File: config.mk
export PLATFORM = sky130hd
export DESIGN_NAME = multi_edge_detector
export DESIGN_NICKNAME = d
export VERILOG_FILES = /design/src/rtl/edge_det_pkg.sv /design/src/rtl/edge_det_chan.sv /design/src/rtl/multi_edge_detector.sv
export SDC_FILE = /design/constraint.sdc
export NUM_CORES = 1
export LEC_CHECK = 0
export CAP_MARGIN = 20
export CELL_PAD_IN_SITES_DETAIL_PLACEMENT = 1
export CELL_PAD_IN_SITES_GLOBAL_PLACEMENT = 1
export CORE_MARGIN = 2
export CORE_UTILIZATION = 40
export CTS_BUF_LIST = sky130_fd_sc_hd__clkbuf_2 sky130_fd_sc_hd__clkbuf_4 sky130_fd_sc_hd__clkbuf_8
export DETAILED_ROUTE_END_ITERATION = 12
export GPL_ROUTABILITY_DRIVEN = 0
export PLACE_DENSITY_LB_ADDON = 0.1
export SKIP_CTS_REPAIR_TIMING = 1
export SLEW_MARGIN = 20
export SYNTH_ARGS = -nofsm -noshare
export SYNTH_HDL_FRONTEND = slang
export SYNTH_SLANG_ARGS = --single-unit
File: constraint.sdc
create_clock -name clk -period 1.31 [get_ports clk]
set_input_delay 0.262 -clock clk [delete_from_list [all_inputs] [get_ports clk]]
set_output_delay 0.262 -clock clk [all_outputs]
set_load 0.05 [all_outputs]
File: src/rtl/edge_det_pkg.sv
// edge_det_pkg: edge-mode encoding and counter sizing helper for the edge detector
package edge_det_pkg;
  typedef logic [1:0] mode_t;
  localparam mode_t MODE_OFF  = 2'b00;
  localparam mode_t MODE_RISE = 2'b01;
  localparam mode_t MODE_FALL = 2'b10;
  localparam mode_t MODE_BOTH = 2'b11;
  function automatic int clog2(input int v);
    int r;
    r = 0;
    while ((1 << r) < v) r++;
    return r;
  endfunction
endpackage

File: src/rtl/edge_det_chan.sv
// edge_det_chan: one channel of synchroniser, debouncer, level, mode-qualified pulse and sticky flag
module edge_det_chan
  import edge_det_pkg::*;
#(
  parameter int SYNC_STAGES = 2,
  parameter int DEB_CYCLES  = 4,
  parameter bit INIT_LEVEL  = 1'b0
) (
  input  logic  clk,
  input  logic  rst_n,
  input  logic  sig_i,
  input  mode_t mode_i,
  input  logic  clr_i,
  output logic  level_o,
  output logic  pulse_o,
  output logic  flag_o,
  output logic  flag_d_o
);
  localparam int CW = clog2(DEB_CYCLES + 1);
  logic [SYNC_STAGES-1:0] sync_q;
  logic [CW-1:0] cnt_q, cnt_d;
  logic level_q, level_d, pulse_q, pulse_d, flag_q, flag_d, diff, hit;
  always_comb begin
    diff    = sync_q[SYNC_STAGES-1] ^ level_q;
    hit     = diff && (cnt_q == CW'(DEB_CYCLES - 1));
    cnt_d   = (diff && !hit) ? cnt_q + 1'b1 : '0;
    level_d = level_q ^ hit;
    pulse_d = hit && (level_d ? (mode_i == MODE_RISE || mode_i == MODE_BOTH)
                              : (mode_i == MODE_FALL || mode_i == MODE_BOTH));
    // a pulse landing in the same cycle as clr still sets the flag
    flag_d  = (flag_q & ~clr_i) | pulse_q;
  end
  always_ff @(posedge clk or negedge rst_n) begin
    if (!rst_n) begin
      sync_q  <= '0;
      cnt_q   <= '0;
      level_q <= INIT_LEVEL;
      pulse_q <= 1'b0;
      flag_q  <= 1'b0;
    end else begin
      sync_q  <= {sync_q[SYNC_STAGES-2:0], sig_i};
      cnt_q   <= cnt_d;
      level_q <= level_d;
      pulse_q <= pulse_d;
      flag_q  <= flag_d;
    end
  end
  assign level_o  = level_q;
  assign pulse_o  = pulse_q;
  assign flag_o   = flag_q;
  assign flag_d_o = flag_d;
endmodule

File: src/rtl/multi_edge_detector.sv
// multi_edge_detector: NUM_CH independent debounced edge detectors with an aggregated interrupt
module multi_edge_detector
  import edge_det_pkg::*;
#(
  parameter int NUM_CH      = 4,
  parameter int SYNC_STAGES = 2,
  parameter int DEB_CYCLES  = 4,
  parameter bit INIT_LEVEL  = 1'b0
) (
  input  logic                clk,
  input  logic                rst_n,
  input  logic [NUM_CH-1:0]   signal_in,
  input  logic [2*NUM_CH-1:0] mode,
  input  logic [NUM_CH-1:0]   clr,
  output logic [NUM_CH-1:0]   level_out,
  output logic [NUM_CH-1:0]   pulse_out,
  output logic [NUM_CH-1:0]   event_flag,
  output logic                irq
);
  logic [NUM_CH-1:0] flag_d;
  logic irq_q;
  for (genvar i = 0; i < NUM_CH; i++) begin : g_ch
    edge_det_chan #(
      .SYNC_STAGES(SYNC_STAGES),
      .DEB_CYCLES (DEB_CYCLES),
      .INIT_LEVEL (INIT_LEVEL)
    ) u_chan (
      .clk     (clk),
      .rst_n   (rst_n),
      .sig_i   (signal_in[i]),
      .mode_i  (mode_t'(mode[2*i +: 2])),
      .clr_i   (clr[i]),
      .level_o (level_out[i]),
      .pulse_o (pulse_out[i]),
      .flag_o  (event_flag[i]),
      .flag_d_o(flag_d[i])
    );
  end
  // built from next-state flags so irq rises together with the first flag
  always_ff @(posedge clk or negedge rst_n) begin
    if (!rst_n) irq_q <= 1'b0;
    else        irq_q <= |flag_d;
  end
  assign irq = irq_q;
endmodule

==> results.ini <==
[floorplan]
ioPinCount = 31
dieWidth_um = 61.9
fp.coreArea_mm2 = 0.00328
rows = 21
die_h_um = 61.9
initial_utilization_pct = 40.9
dieArea_mm2 = 0.00384

[timing]
tightestPinTransition_ns = 0.222
drv_slew = 0
slew_headroom_pct = 85.2
setup_viol = 0
rsz0062_at_grt = no
post-route-min-period_ns = 1.26
finalHoldViolCount = 0
finalCritPeriodShare_pct = 96.1
fmax_mhz = 795
fin_ws_ns = 0.0516
worst_clock_skew_ns = 0.00395

[yosys]
synth_area_mm2 = 0.00134
synth.area.top_cells = dfrtp_1 (62%), ha_1 (7.5%), buf_4 (6.7%)
synthAdderAreaFrac_pct = 7.46
ys_ff_latch = 33
ys_seq_area_share_pct = 61.5
avgSynthCellArea_um2 = 12.2
synth_top_family_by_area = simple AND/OR/NAND/NOR gates
synthSimpleGateAreaFrac_pct = 11.3
synth_top_cell_by_area = dfrtp_1
synth_cell_types = 14
synth_compound_area_share_pct = 3.73
synth_mux_area_share_pct = 3.36
synth_top_area_share_pct = 61.5
ys_warn_count = 0
syn_inst = 110
synth_xor_xnor_area_share_pct = 2.61
synth_nets = 136

[power]
combPwrFrac_pct = 39.9
p_sw_w = 0.00121
powerDensity_mw_per_mm2 = 1880
power.share.switching_pct = 35.4
power.share.clock_pct = 17.0
intPower_w = 0.00221
seqPwrFrac_pct = 43.2
peakVddDrop_mv = 1.20
leakagePower_nw = 0.902
total_power_w = 0.00342

[global_routing]
grt_start_max_net_pins = 34
grt_pass1_wl_um = 3510
grt.overflow.total = 0
antenna_found_initial = 0
grt_pass1_vias = 797
globalRouteTotalUtil_pct = 13.2

[clocking]
path_clk_slew_ns = 0.09
cts_made_buffers = 5
cts.sinks = 33
htree_levels = 2
clk_latency_ns = 0.32
cts_tree = built
root_buffer = clkbuf_4
ctsLongestPathBuffers = 2

[critical_path]
path_cells = clkdlybuf4s50_1 -> inv_1 -> a21o_1 -> or4_4
crit_arrival_ns = 1.46
cp-start-kind = input pin
crit_path_end_kind = flip-flop
cp_slowest_cell = or4_4
worst_ep_required_time_ns = 1.51
crit_type = in2reg
cpPeakStageDelay_ns = 0.52
critPathMaxFanout = 2

[layout]
layout-drive-gt1-share_pct = 19.1
final_cell_area_mm2 = 0.00182
diodes = 0
nNetsFinal = 162
postLayoutCoreUtil_pct = 55.4
area_growth_pct = 35.5
final_cells = 182

[placed_design]
place_inst = 175
io_buffers = 30
dpl_cell_area_mm2 = 0.00176
dp_slack_ns = -0.297
place_hpwl_um = 1680

[drt]
vias_per_cell = 4.47
drtPass1Iterations = 2
wl_per_cell_um = 12.1
drtAntennaViolNets = 0
dr_total_vias = 814
drt_wl_total_um = 2200
drtIter0Drc = 8
drc = 0

[run_status]
status = finished, final reports clean

[run]
maxCapViolCount = 0

[worst_hold_path]
hold_path_class = in2async

-- final cells by class --
| type | count | area, um^2 |
|---|---|---|
| Fill cell | 341 | 1470 |
| Inverter | 12 | 45.0 |
| Sequential cell | 33 | 826 |
| Clock buffer | 7 | 58.8 |
| Tap cell | 46 | 57.6 |
| Multi-Input combinational cell | 53 | 382 |
| Timing Repair Buffer | 31 | 450 |
-- registers in the layout, summed over array words and instances, names as in the netlist --
| signal | count |
|---|---|
| g_ch.u_chan.flag_o | 4 |
| g_ch.u_chan.pulse_o | 4 |
| irq | 1 |
| g_ch.u_chan.level_o | 4 |
| g_ch.u_chan.sync_q | 8 |
| g_ch.u_chan.cnt_q | 12 |
-- synthesized netlist by cell type --
| cell type | count |
|---|---|
| buf_4 | 12 |
| or4_4 | 1 |
| nand2_1 | 4 |
| nor2_1 | 12 |
| o21ai_0 | 4 |
| and2_1 | 4 |
| a21o_1 | 4 |
| mux2_2 | 4 |
| nand3b_1 | 4 |
| xor2_1 | 4 |
| nand2b_1 | 4 |
| ha_1 | 8 |
| inv_1 | 12 |
| dfrtp_1 | 33 |
-- cells by family after synthesis --
group | Yosys count
multiplexers | 4
AND/OR/NAND/NOR | 29
buffers and inverters | 24
XOR/XNOR | 4
adder cells (fa/ha/maj) | 8
flip-flops | 33
AO/OA/AOI/OAI | 8
-- per-layer routing --
metal | vias up | part of all wire (%) | global-route usage, %
li1 | 384 | - | -
met1 | 396 | 42 | 14.9
met2 | 30 | 50 | 22.0
met3 | 4 | 8.1 | 6.42
met4 | 0 | 0.55 | 4.56
met5 | - | 0 | 0
-- power groups by stage --
stage	Combinational, W	Sequential, W	Clock, W
5_1_grt	0.00149	0.00151	0.000660
3_3_place_gp	0.00132	0.00148	0
2_1_floorplan	0.000869	0.00145	0
6_report	0.00136	0.00148	0.000581
3_5_place_dp	0.00138	0.00150	0
4_1_cts	0.00139	0.00148	0.000613
-- layout by cell type, fill, tap and decap left out --
cell | synthesis | layout
xor2_1 | 4 | 4
nand2_1 | 4 | 4
a21o_1 | 4 | 4
ha_1 | 8 | 8
or4_4 | 1 | 1
o21ai_0 | 4 | 4
clkdlybuf4s50_1 | 0 | 17
and2_1 | 4 | 4
mux2_2 | 4 | 4
inv_1 | 12 | 12
clkbuf_8 | 0 | 1
buf_12 | 0 | 14
nand3b_1 | 4 | 4
nor2_1 | 12 | 12
nand2b_1 | 4 | 4
dfrtp_1 | 33 | 33
clkbuf_4 | 0 | 6
-- worst max-delay path, delay by kind of cell --
family                 cells  cell delay [ns]
AO/OA/AOI/OAI              1             0.18
AND/OR/NAND/NOR            1             0.52
buffers and inverters      2             0.49
-- path summary, 6_finish.rpt --
kind                                     startpoint  cells past startpoint                  endpoint  slack (ns)
hold / removal                                rst_n                      2     g_ch[2].u_chan.flag_o        0.31
setup / recovery                             clr[2]                      4                       irq        0.05
max in group asynchronous                     rst_n                      2    g_ch[0].u_chan.level_o        0.83
hold reg to reg            g_ch[2].u_chan.sync_q[0]                      0  g_ch[2].u_chan.sync_q[1]        0.36
min in group clk           g_ch[2].u_chan.sync_q[0]                      0  g_ch[2].u_chan.sync_q[1]        0.36
setup reg to reg             g_ch[2].u_chan.pulse_o                      2                       irq        0.06
-- metrics by stage --
step | hold WS [ns] | TNS (ns)
after global routing | 0.300 | 0
after global placement | 0.333 | -0.271
after floorplan | -0.0336 | 0
after detailed placement | 0.340 | -0.297
final | 0.315 | 0
after CTS | 0.310 | 0
Power figures use the tool's default switching activity.
